--- src/rtl/exe_stage_pkg.sv ---
// Shared widths and encodings for the execute stage.
// ALU command and shift-type codes match the decode stage.
package exe_stage_pkg;

  localparam int ADDRESS_LEN          = 32;
  localparam int REGISTER_LEN         = 32;
  localparam int EXECUTE_COMMAND_LEN  = 4;
  localparam int REG_ADDRESS_LEN      = 4;
  localparam int SIGNED_IMMEDIATE_LEN = 24;
  localparam int SHIFT_OPERAND_LEN    = 12;

  typedef enum logic [3:0] {
    EXE_MOV = 4'b0001,
    EXE_ADD = 4'b0010,
    EXE_ADC = 4'b0011,
    EXE_SUB = 4'b0100,
    EXE_SBC = 4'b0101,
    EXE_AND = 4'b0110,
    EXE_ORR = 4'b0111,
    EXE_EOR = 4'b1000,
    EXE_MVN = 4'b1001
  } exe_cmd_e;

  typedef enum logic [1:0] {
    SH_LSL = 2'b00,
    SH_LSR = 2'b01,
    SH_ASR = 2'b10,
    SH_ROR = 2'b11
  } shift_e;

endpackage

--- src/rtl/exe_stage_alu.sv ---
// Execute-stage ALU: result plus NZCV flags.
// Logic and move ops pass the incoming C and V through.
module exe_stage_alu
  import exe_stage_pkg::*;
#(
  parameter int W = REGISTER_LEN
) (
  input  logic [W-1:0] a,
  input  logic [W-1:0] b,
  input  logic [3:0]   cmd,
  input  logic [1:0]   cv_in,
  output logic [W-1:0] res,
  output logic [3:0]   flags
);

  logic [W:0] sum;
  logic       c;
  logic       v;
  logic       cin;

  always_comb begin
    sum = '0;
    res = '0;
    c   = cv_in[1];
    v   = cv_in[0];
    cin = 1'b0;
    case (cmd)
      EXE_MOV: res = b;
      EXE_MVN: res = ~b;
      EXE_ADD, EXE_ADC: begin
        cin = (cmd == EXE_ADC) && cv_in[1];
        sum = {1'b0, a} + {1'b0, b} + {{W{1'b0}}, cin};
        res = sum[W-1:0];
        c   = sum[W];
        v   = (a[W-1] == b[W-1]) && (res[W-1] != a[W-1]);
      end
      EXE_SUB, EXE_SBC: begin
        // SBC subtracts the inverted carry as a borrow
        cin = (cmd == EXE_SBC) && !cv_in[1];
        sum = {1'b0, a} - {1'b0, b} - {{W{1'b0}}, cin};
        res = sum[W-1:0];
        c   = ~sum[W];
        v   = (a[W-1] != b[W-1]) && (res[W-1] != a[W-1]);
      end
      EXE_AND: res = a & b;
      EXE_ORR: res = a | b;
      EXE_EOR: res = a ^ b;
      default: res = '0;
    endcase
    flags = {res[W-1], res == '0, c, v};
  end

endmodule

--- src/rtl/exe_stage.sv ---
// Execute stage: Val2 shifter, ALU, branch target,
// NZCV status register and the EXE/MEM pipeline register.
module exe_stage
  import exe_stage_pkg::*;
#(
  parameter int ADDRESS_LEN          = 32,
  parameter int REGISTER_LEN         = 32,
  parameter int EXECUTE_COMMAND_LEN  = 4,
  parameter int REG_ADDRESS_LEN      = 4,
  parameter int SIGNED_IMMEDIATE_LEN = 24,
  parameter int SHIFT_OPERAND_LEN    = 12
) (
  input  logic                            clk,
  input  logic                            rst,
  input  logic                            freeze,
  input  logic                            mem_read_en_in,
  input  logic                            mem_write_en_in,
  input  logic                            wb_enable_in,
  input  logic                            immediate_in,
  input  logic                            branch_taken_in,
  input  logic                            status_write_enable_in,
  input  logic [ADDRESS_LEN-1:0]          PC_in,
  input  logic [EXECUTE_COMMAND_LEN-1:0]  execute_command_in,
  input  logic [REGISTER_LEN-1:0]         reg_file_in1,
  input  logic [REGISTER_LEN-1:0]         reg_file_in2,
  input  logic [REG_ADDRESS_LEN-1:0]      dest_reg_in,
  input  logic [SIGNED_IMMEDIATE_LEN-1:0] signed_immediate_in,
  input  logic [SHIFT_OPERAND_LEN-1:0]    shift_operand_in,
  input  logic [3:0]                      status_reg_in,
  output logic                            branch_taken_out,
  output logic [ADDRESS_LEN-1:0]          branch_address,
  output logic [3:0]                      status_out,
  output logic                            mem_read_en_out,
  output logic                            mem_write_en_out,
  output logic                            wb_enable_out,
  output logic [REGISTER_LEN-1:0]         alu_result_out,
  output logic [REGISTER_LEN-1:0]         store_value_out,
  output logic [REG_ADDRESS_LEN-1:0]      dest_reg_out
);

  localparam int W = REGISTER_LEN;

  logic [W-1:0]   val2;
  logic [W-1:0]   alu_res;
  logic [3:0]     flags;
  logic [2*W-1:0] imm_rot;
  logic [2*W-1:0] rm_rot;
  logic [4:0]     amt;

  always_comb begin
    amt     = shift_operand_in[11:7];
    // rotate by shifting a doubled copy right
    imm_rot = {2{{{(W-8){1'b0}}, shift_operand_in[7:0]}}}
              >> {shift_operand_in[11:8], 1'b0};
    rm_rot  = {2{reg_file_in2}} >> amt;
    val2    = reg_file_in2;
    if (immediate_in) begin
      val2 = imm_rot[W-1:0];
    end else if (mem_read_en_in || mem_write_en_in) begin
      val2 = {{(W-SHIFT_OPERAND_LEN){1'b0}}, shift_operand_in};
    end else begin
      unique case (shift_e'(shift_operand_in[6:5]))
        SH_LSL: val2 = reg_file_in2 << amt;
        SH_LSR: val2 = reg_file_in2 >> amt;
        SH_ASR: val2 = $unsigned($signed(reg_file_in2) >>> amt);
        SH_ROR: val2 = rm_rot[W-1:0];
        default: val2 = reg_file_in2;
      endcase
    end
  end

  exe_stage_alu #(.W(W)) u_alu (
    .a     (reg_file_in1),
    .b     (val2),
    .cmd   (execute_command_in),
    .cv_in (status_reg_in[1:0]),
    .res   (alu_res),
    .flags (flags)
  );

  assign branch_taken_out = branch_taken_in;
  assign branch_address   = PC_in + ({{(ADDRESS_LEN-SIGNED_IMMEDIATE_LEN)
                            {signed_immediate_in[SIGNED_IMMEDIATE_LEN-1]}},
                            signed_immediate_in} << 2);

  always_ff @(posedge clk) begin
    if (rst) begin
      status_out <= '0;
    end else if (status_write_enable_in && !freeze) begin
      status_out <= flags;
    end
  end

  always_ff @(posedge clk) begin
    if (rst) begin
      mem_read_en_out  <= 1'b0;
      mem_write_en_out <= 1'b0;
      wb_enable_out    <= 1'b0;
      alu_result_out   <= '0;
      store_value_out  <= '0;
      dest_reg_out     <= '0;
    end else if (!freeze) begin
      mem_read_en_out  <= mem_read_en_in;
      mem_write_en_out <= mem_write_en_in;
      wb_enable_out    <= wb_enable_in;
      alu_result_out   <= alu_res;
      store_value_out  <= reg_file_in2;
      dest_reg_out     <= dest_reg_in;
    end
  end

endmodule

--- config.mk ---
export PLATFORM = sky130hd
export DESIGN_NAME = exe_stage
export DESIGN_NICKNAME = d
export VERILOG_FILES = /design/src/rtl/exe_stage_pkg.sv /design/src/rtl/exe_stage_alu.sv /design/src/rtl/exe_stage.sv
export SDC_FILE = /design/constraint.sdc
export NUM_CORES = 1
export LEC_CHECK = 0
export ABC_AREA = 1
export CORE_MARGIN = 1
export CORE_UTILIZATION = 30
export CTS_CLUSTER_SIZE = 30
export DETAILED_ROUTE_END_ITERATION = 8
export PLACE_DENSITY = 0.62
export SYNTH_ARGS = -nofsm -noshare
export SYNTH_HDL_FRONTEND = slang
export SYNTH_SLANG_ARGS = --single-unit
--- constraint.sdc ---
create_clock -name clk -period 5.65 [get_ports clk]
set_input_delay 1.13 -clock clk [delete_from_list [all_inputs] [get_ports clk]]
set_output_delay 1.13 -clock clk [all_outputs]
set_load 0.1 [all_outputs]
## After elaboration in Yosys (flattened, before gate mapping)

Cells that the tools add are included.

- Bits in registers: 75
- Bits of input ports: 153
- Output and inout port bits: 108
- Logic and storage cells: 56

- Add/sub/neg operators: 5
- Equal/unequal tests: 16
- Shift operators: 5
- Multiplexer cells: 6
- Bitwise operators: 5
- Reductions and logical operators: 12

Operators with widths:

| kind | count |
|---|---|
| $pmux 32 s7 | 1 |
| $pmux 32 s4 | 1 |
| $mux 32 | 2 |
| $shr 64x5->32 | 1 |
| $shr 40x5->32 | 1 |
| $add 32x32->33 | 1 |
| $add 33x1->33 | 1 |
| $sub 32x32->33 | 1 |
| $sub 33x1->33 | 1 |
| $add 32x32->32 | 1 |
| $and 32x32->32 | 1 |
| $logic_not 32->1 | 1 |
| $not 32->32 | 1 |
| $or 32x32->32 | 1 |
| $shl 32x5->32 | 1 |
| $shr 32x5->32 | 1 |
| $sshr 32x5->32 | 1 |
| $xor 32x32->32 | 1 |
| $eq 4x3->1 const B | 4 |
| $eq 4x2->1 const B | 2 |
| $eq 4x4->1 const B | 2 |
| $logic_and 1x1->1 | 5 |
| $eq 2x2->1 const B | 2 |
| $eq 4x1->1 const B | 1 |
| other kinds (9) | 14 |

## Depth between registers and ports, before layout

Gate-level depths: netlist of run 1.

- Depth after elaboration: 9
- Gate-level depth with buffers: 39
- Gate-level depth less buffers: 38

## Hierarchy

From an unflattened synthesis of run 1, not the netlist that was laid out.

- Cells, all modules: 3265
- Area total of the unflattened synthesis: 17002.6 um^2

By module, submodules not included:

| module | instances | cells an instance | area each (um^2) | sequential area each (um^2) |
|---|---|---|---|---|
| exe_stage | 1 | 1716 | 9330.2 | 1501.4 |
| exe_stage_alu | 1 | 1549 | 7672.4 | 0.0 |

## Worst setup path before layout of run 1

Ideal clock, no wire load.

- Path kind: input-to-output
- From: in PC_in[2]
- To: out branch_address[26]
- Arrival: 4.571 ns
- Required time: 4.520 ns
- Setup slack: -0.051 ns
- Stages on the path: 13
- Path buffers: 0
- Cell sequence: ha_1 inv_1 fa_1 nor3_1 nor2_1 o21ai_1 a21boi_0 o21ai_2 a21boi_0 o21bai_1 a21oi_1 o21ai_1 xor2_1

- Cells in the longest elaborated chain, start to end: 1

Ends and longest elaborated chain:

| item | line | source |
|---|---|---|
| start, declared | exe_stage.sv:22 | `input logic [ADDRESS_LEN-1:0] PC_in,` |
| $add 32x32->32 | exe_stage.sv:82 | `assign branch_address = PC_in + ({{(ADDRESS_LEN-SIGNED_IMMEDIATE_LEN)` |
| end, declared | exe_stage.sv:31 | `output logic [ADDRESS_LEN-1:0] branch_address,` |

Every way passes these cells.

## Final worst setup path of run 1

- From: in shift_operand_in[11]
- To: reg status_out[2]

- Cells in the longest elaborated chain, start to end: 8
- Elaborated cells between the ends (all ways): 18
- Classes of those cells: 4 x add/sub; 5 x shift; 4 x mux; 4 x bitwise; 1 x reduce/logical

Ends and longest elaborated chain:

| item | line | source |
|---|---|---|
| start, declared | exe_stage.sv:28 | `input logic [SHIFT_OPERAND_LEN-1:0] shift_operand_in,` |
| $shr 64x5->32 (tied with other cells) | exe_stage.sv:55 | `rm_rot = {2{reg_file_in2}} >> amt;` |
| $pmux 32 s4 | exe_stage.sv:62 | `unique case (shift_e'(shift_operand_in[6:5]))` |
| $mux 32 | exe_stage.sv:59 | `end else if (mem_read_en_in \|\| mem_write_en_in) begin` |
| $mux 32 (*) | exe_stage.sv:57 | `if (immediate_in) begin` |
| $sub 32x32->33 / $add 32x32->33 (equally long branches) | exe_stage_alu.sv:40, exe_stage_alu.sv:32 |  |
| $sub 33x1->33 / $add 33x1->33 (equally long branches) | exe_stage_alu.sv:40, exe_stage_alu.sv:32 |  |
| $pmux 32 s7 (*) | exe_stage_alu.sv:27 | `case (cmd)` |
| $logic_not 32->1 (*) | exe_stage_alu.sv:50 | `flags = {res[W-1], res == '0, c, v};` |
| end signal, assigned | exe_stage.sv:90 | `status_out <= flags;` |
| end, declared | exe_stage.sv:32 | `output logic [3:0] status_out,` |

Every way passes the cells marked *; elsewhere a longest branch is shown, timed or not.
A chain may end at the register's enable or synchronous reset.

==> results.cfg, run 1 <==
[worst_setup_path]
slowest_stage = clkdlybuf4s50_1
setup.worst_path.start_class = input pin
required_time_at_the_endpoint_of_the_critical_path_ns = 5.94
crit_fanout = 24
critPathMostFrequentCell = nand2_1
reg2reg_depth = 2
setup.worst_path.end_class = register
crit_type = in -> reg
worstSetupEndpoint = status_out[2]$_SDFFE_PP0P_
regToRegEndpoint = status_out[0]$_SDFFE_PP0P_
slowest_delay_ns = 0.45
worst_r2r_startpoint = status_out[0]$_SDFFE_PP0P_
worst_setup_path_startpoint = shift_operand_in[11]
wp_data_arrival_ns = 5.75
worst-r2r-setup-slack_ns = 4.80

[synthesis]
multiplexer_share_of_the_synthesized_area_pct = 0
post_synth_most_frequent_cells = nand2_1, nand3_1, inv_1
synthesis.area_per_instance_sq_um = 5.53
synth_compound_gate_area_share_pct = 17.9
synth_top_family_by_area = simple AND/OR/NAND/NOR gates
synth_area_leaders = nand3_1, nand2_1, ha_1, dfxtp_1, inv_1
synthMostInstantiatedCell = nand2_1
synthesis.nets = 3255
synth-adder-area-share_pct = 12.5
yosysTopAreaCell = nand3_1
yosys.area_share.xor_xnor_pct = 1.94
synth-seq-cells = 75
synth_top_flop_cell = dfxtp_1
yosys.area.top_type_share_pct = 16.8
synthCells = 2942
edff_count_synth = 0
share_of_the_yosys_chip_area_belonging_to_registers_pct = 9.23
synth.lib_cells_used.distinct = 61
synth-warning-count = 0
synth_simple_gate_area_share_pct = 46.1
asyncSetResetFlopFracSynth_pct = 0
netlist_area_sq_um = 16300

[place]
port-buffer-count = 252
pre_cts_ws_ns = -1.02
dp_cells = 4407
gp_congestion = 1.07
placement.cell_area_sq_um = 24100
hpwl_um = 72500

[drt]
routedWlPerCell_um = 19.6
route.final.wire_length_um = 87300
vias = 23537
drc = 0
ant_nets = 0
drt_pass1_iterations = 6
vias_per_cell = 5.29
drt-initial-drc-count = 2290

[floorplanning]
io_pins = 261
num_rows = 85
die_h_um = 235
start_util_pct = 30.3
design.core.area_sq_um = 53700
die_w_um = 235
die_area_sq_um = 55200

[clocking]
ctsRootBufferMaster = clkbuf_16
cts_num_sinks = 75
postCtsHoldBufs = 0
cts_inserted_buffers = 9
cts_buffer_depth = 2
clk_pin_slew_ns = 0.07
clock_tree_from_tritoncts = built
cts_htree_levels = 3
worstSkewPairLatency_ns = 0.34

[sta]
clock_skew_ns = 0
clock.fmax_mhz = 183
worst_slack_ns = 0.192
setup_violations = 0
setup_total_negative_slack_ns = 0
slew-limit-headroom_pct = 29.8
final_hold_viol_count = 0
period_share_pct = 96.6
report.final.slew_viol_count = 0
worstMarginPinSlew_ns = 1.05
finalWorstPathRequiredPeriod_ns = 5.46

[global_routing]
grt_max_degree = 58
global_route.overflow_total = 0
grt_usage_pct = 30.2
first_global_vias = 21927
grt_pass1_wl_um = 128000
antenna_found_initial = 1

[job]
drv_cap = 0

[power_and_ir_drop]
vdd_drop_max_mv = 0.171
power.total_mw = 4.99
power_frac_seq_pct = 11.8
clkPwrFrac_pct = 12.9
comb_power_share_pct = 75.3
switching_share_pct = 51.5
power.net_switching_mw = 2.57
power.leakage_nw = 13.0
cellPowerDensity_nw_per_um2 = 193
cell_internal_pwr_mw = 2.42

[cells_and_area]
finalNonFillerCells = 4450
num-nets-final = 4060
drive_gt1_share_pct = 28.4
layout.cell_area.non_filler_sq_um = 25800
syn_to_final_growth_pct = 58.6

[status]
status = completed

[worst_hold_path]
holdCritPathClass = reg -> reg
## layout make-up
type                       instances  area [sq um]
clock buffer                      10           239
sequential                        75          1500
fill                            5610         27900
tap                              696           871
multi-input combinational       2391         13800
antenna                            2          5.00
inverter                         347          1330
clock inverter                     6          87.6
timing repair buffer             923          8030
## cells by family after synthesis
| group | after synthesis |
|---|---|
| simple gates | 1680 |
| compound gates | 515 |
| buf+inv | 476 |
| fa+ha+maj | 160 |
| flops | 75 |
| xor+xnor | 36 |
## sequential cells by signal, summed over array words and instances, names as in the netlist
name	count
wb_enable_out	1
store_value_out	32
alu_result_out	32
dest_reg_out	4
mem_read_en_out	1
status_out	4
mem_write_en_out	1
## cell usage in the layout (no fill, tap or decap), types with 8 or more instances in the layout
cell             synthesis  layout
nand4_1                 26      26
o21ai_1                 17      27
buf_6                    6      12
ha_1                   155     137
a21oi_2                  4      30
nor2_1                 320     278
a21oi_1                201     173
buf_12                   2      29
nor3_1                  16      15
dfxtp_1                 75      75
o21ai_0                166     146
ha_4                     0      13
nand2_4                 13      16
nand3_2                 24      78
a22oi_1                  8       8
inv_2                    6      18
nor2_2                   8      46
dlymetal6s2s_1           0      29
nand3_1                547     492
o21a_1                  10       9
nand2_2                 36      93
o21ai_2                  2      11
clkdlybuf4s50_1          0     185
o211ai_1                31      31
inv_1                  336     323
clkbuf_16                0      10
xnor2_1                 13      10
o22ai_1                 19      19
xor2_1                  23      22
buf_4                   12     656
nand2_1                664     604
a221oi_1                 9       9
or2_2                    8       8
o21bai_1                12       9
## metal layers
metal | share of wire (%) | GRT usage [%]
met5 | 0 | 0
met4 | 6.5 | 16.6
met3 | 6.7 | 3.35
met2 | 47 | 51.4
met1 | 40 | 37.0
## worst min-delay path by stage
stage,depth (start not counted),end,startpoint
after floorplan,2,dest_reg_out[3]$_SDFFE_PP0N_,dest_reg_out[3]$_SDFFE_PP0N_
after global placement,2,store_value_out[0]$_SDFFE_PP0N_,store_value_out[0]$_SDFFE_PP0N_
after detailed placement,2,wb_enable_out$_SDFFE_PP0N_,wb_enable_out$_SDFFE_PP0N_
after CTS,2,store_value_out[26]$_SDFFE_PP0N_,store_value_out[26]$_SDFFE_PP0N_
after global routing,2,alu_result_out[20]$_SDFFE_PP0N_,alu_result_out[20]$_SDFFE_PP0N_
final,2,store_value_out[27]$_SDFFE_PP0N_,store_value_out[27]$_SDFFE_PP0N_
## stage by stage
step	hold slack, ns	util, %
global route	0.506	48.1
detailed placement	0.471	44.9
CTS	0.484	45.9
finish	0.482	48.1
floorplan	0.922	-
global placement	0.461	44.9
## critical path, delay by kind of cell
family | cells | cell delay (ns)
AND/OR/NAND/NOR | 20 | 2.50
buffers and inverters | 9 | 1.43
adder cells (fa/ha/maj) | 2 | 0.53
AO/OA/AOI/OAI | 1 | 0.13
## power by group through the flow
stage          combinational [mW]  clock, mW  sequential (mW)
5_1_grt                      3.97      0.679            0.595
3_3_place_gp                 3.47          0            0.600
4_1_cts                      3.52      0.651            0.590
3_5_place_dp                 3.47          0            0.601
2_1_floorplan                1.64          0            0.883
6_report                     3.76      0.643            0.590
## what timing repair did
action | in CTS | in global routing
gates cloned | 2 | 1
pin swaps | 15 | 66
gates resized for setup | 51 | 280
buffers inserted | 4 | 18
endpoints found under the setup margin | 21 | 23
No activity file was read; power rests on OpenSTA's default activity.
==> run 2: changes to the inputs <==
--- a/config.mk
+++ b/config.mk
@@ -6,6 +6,7 @@
 export NUM_CORES = 1
 export LEC_CHECK = 0
 export ABC_AREA = 1
+export ABC_CLOCK_PERIOD_IN_PS = 5650
 export CORE_MARGIN = 1
 export CORE_UTILIZATION = 30
 export CTS_CLUSTER_SIZE = 30
==> results of run 2 <==
The final DEF is identical to that of run 1; final timing and power are the same.
==> run 3: changes to the inputs <==
--- a/config.mk
+++ b/config.mk
@@ -12,6 +12,8 @@
 export CTS_CLUSTER_SIZE = 30
 export DETAILED_ROUTE_END_ITERATION = 8
 export PLACE_DENSITY = 0.62
+export REMOVE_ABC_BUFFERS = 1
 export SYNTH_ARGS = -nofsm -noshare
 export SYNTH_HDL_FRONTEND = slang
 export SYNTH_SLANG_ARGS = --single-unit
+export TNS_END_PERCENT = 20
==> constraint.sdc (replaced) <==
create_clock -name clk -period 5.65 [get_ports clk]
set_input_delay 1.695 -clock clk [delete_from_list [all_inputs] [get_ports clk]]
set_output_delay 1.695 -clock clk [all_outputs]
set_load 0.1 [all_outputs]
==> results.cfg, run 3 (same netlist as run 1, synthesis figures left out) <==
[status]
status = finished with violations
failed_checks = setup timing

[worst_hold_path]
holdCritPathClass = reg -> reg

[worst_setup_path]
setup.worst_path.end_class = register
required_time_at_the_endpoint_of_the_critical_path_ns = 5.97
setup.worst_path.start_class = input pin
wp_data_arrival_ns = 6.13
crit_type = in -> reg
crit_fanout = 6
buffers_and_inverters_on_the_worst_path = 25
worst_path_dominant_cell_family = buffers and inverters
slowest_stage = a21oi_2
slowest_delay_ns = 0.19
critPathMostFrequentCell = buf_4
worst-r2r-setup-slack_ns = 4.88

[sta]
worst_slack_ns = -0.165
final_hold_viol_count = 0
slew-limit-headroom_pct = 29.2
clock_skew_ns = 0
setup_total_negative_slack_ns = -0.326
setup_violations = 5
worstMarginPinSlew_ns = 1.06
report.final.slew_viol_count = 0
grt_setup_unrepaired = yes
period_share_pct = 103
finalWorstPathRequiredPeriod_ns = 5.81
clock.fmax_mhz = 172

[global_routing]
grt_max_degree = 51
first_global_vias = 22957
global_route.overflow_total = 0
grt_pass1_wl_um = 134000
antenna_found_initial = 2
grt_usage_pct = 31.3

[cells_and_area]
num-nets-final = 4270
finalNonFillerCells = 4658
antenna_cells = 0
syn_to_final_growth_pct = 77.9
reg_top3 = alu_result_out (32), store_value_out (32)
final_common_cell = buf_4
drive_gt1_share_pct = 38.5
layout.cell_area.non_filler_sq_um = 29000
most-common-layout-cells = buf_4, nand2_1, nand3_1, inv_1, nor2_1

[clocking]
cts_buffer_depth = 2
cts_num_sinks = 75
cts_inserted_buffers = 9
clock_tree_from_tritoncts = built
worstSkewPairLatency_ns = 0.38
postCtsHoldBufs = 0
ctsRootBufferMaster = clkbuf_16
cts_htree_levels = 3
clk_pin_slew_ns = 0.07

[place]
hpwl_um = 72100
dp_cells = 4531
port-buffer-count = 252
placement.cell_area_sq_um = 25100
gp_congestion = 1.09

[drt]
drt-initial-drc-count = 2331
drt_pass1_iterations = 7
vias_per_cell = 5.25
route.final.wire_length_um = 90500
routedWlPerCell_um = 19.4
ant_nets = 0
vias = 24445
drc = 0

[floorplanning]
io_pins = 261
start_util_pct = 30.3
die_h_um = 235
die_w_um = 235
die_area_sq_um = 55200
num_rows = 85
design.core.area_sq_um = 53700

[power_and_ir_drop]
power.total_mw = 5.39
cellPowerDensity_nw_per_um2 = 186
vdd_drop_max_mv = 0.210
power.leakage_nw = 14.4

[job]
drv_cap = 0
==> run 3: final timing paths <==
| path | startpoint | depth (start not counted) | to |
|---|---|---|---|
| setup / recovery | shift_operand_in[8] | 40 | status_out[2]$_SDFFE_PP0P_ |
| hold / removal | alu_result_out[7]$_SDFFE_PP0N_ | 2 | alu_result_out[7]$_SDFFE_PP0N_ |
| setup reg to reg | alu_result_out[18]$_SDFFE_PP0N_ | 2 | alu_result_out[18]$_SDFFE_PP0N_ |
| hold reg to reg | alu_result_out[7]$_SDFFE_PP0N_ | 2 | alu_result_out[7]$_SDFFE_PP0N_ |
==> run 3: per-stage QoR <==
stage               setup slack (ns)  utilization (%)  hold slack, ns
CTS                           -0.132             51.6           0.484
floorplan                      -1.18                -           0.928
finish                        -0.165             53.9           0.481
global route                  -0.376             53.9           0.509
global placement               -1.41             46.8           0.461
detailed placement             -1.48             46.8           0.470
==> run 3: cell type report <==
type	count	area, sq um
clock buffer	9	225
fill	5318	24800
tap	696	871
timing repair inverter	1	8.76
inverter	347	1360
multi-input combinational	2391	15300
timing repair buffer	1132	9660
clock inverter	7	67.6
sequential	75	1500
==> run 3: power by group <==
| group | leakage [nW] | internal (mW) | total (mW) | switching (mW) |
|---|---|---|---|---|
| clock | 0.140 | 0.308 | 0.608 | 0.300 |
| sequential | 0.622 | 0.568 | 0.591 | 0.0223 |
| combinational | 13.6 | 1.74 | 4.19 | 2.45 |
| total | 14.4 | 2.61 | 5.39 | 2.78 |
==> run 3: what timing repair did <==
action                                  in CTS  in global routing
pin swaps                                  151                110
endpoints found under the setup margin      52                 44
cloned                                       3                  1
setup buffers                               95                 19
resized for setup                          487                301
==> run 3: tightest hold or removal path: stages (launching register included) <==
cell and delay [ns]:
dfxtp_1 0.32, o211ai_1 0.08, inv_1 0.05
==> run 3: layer usage <==
metal	vias up	GRT usage, %	wire length [um]
met1	11324	42.3	39400
met2	1102	50.2	40200
li1	11840	-	-
met3	179	6.34	8280
met5	-	0	0
met4	0	8.29	2680
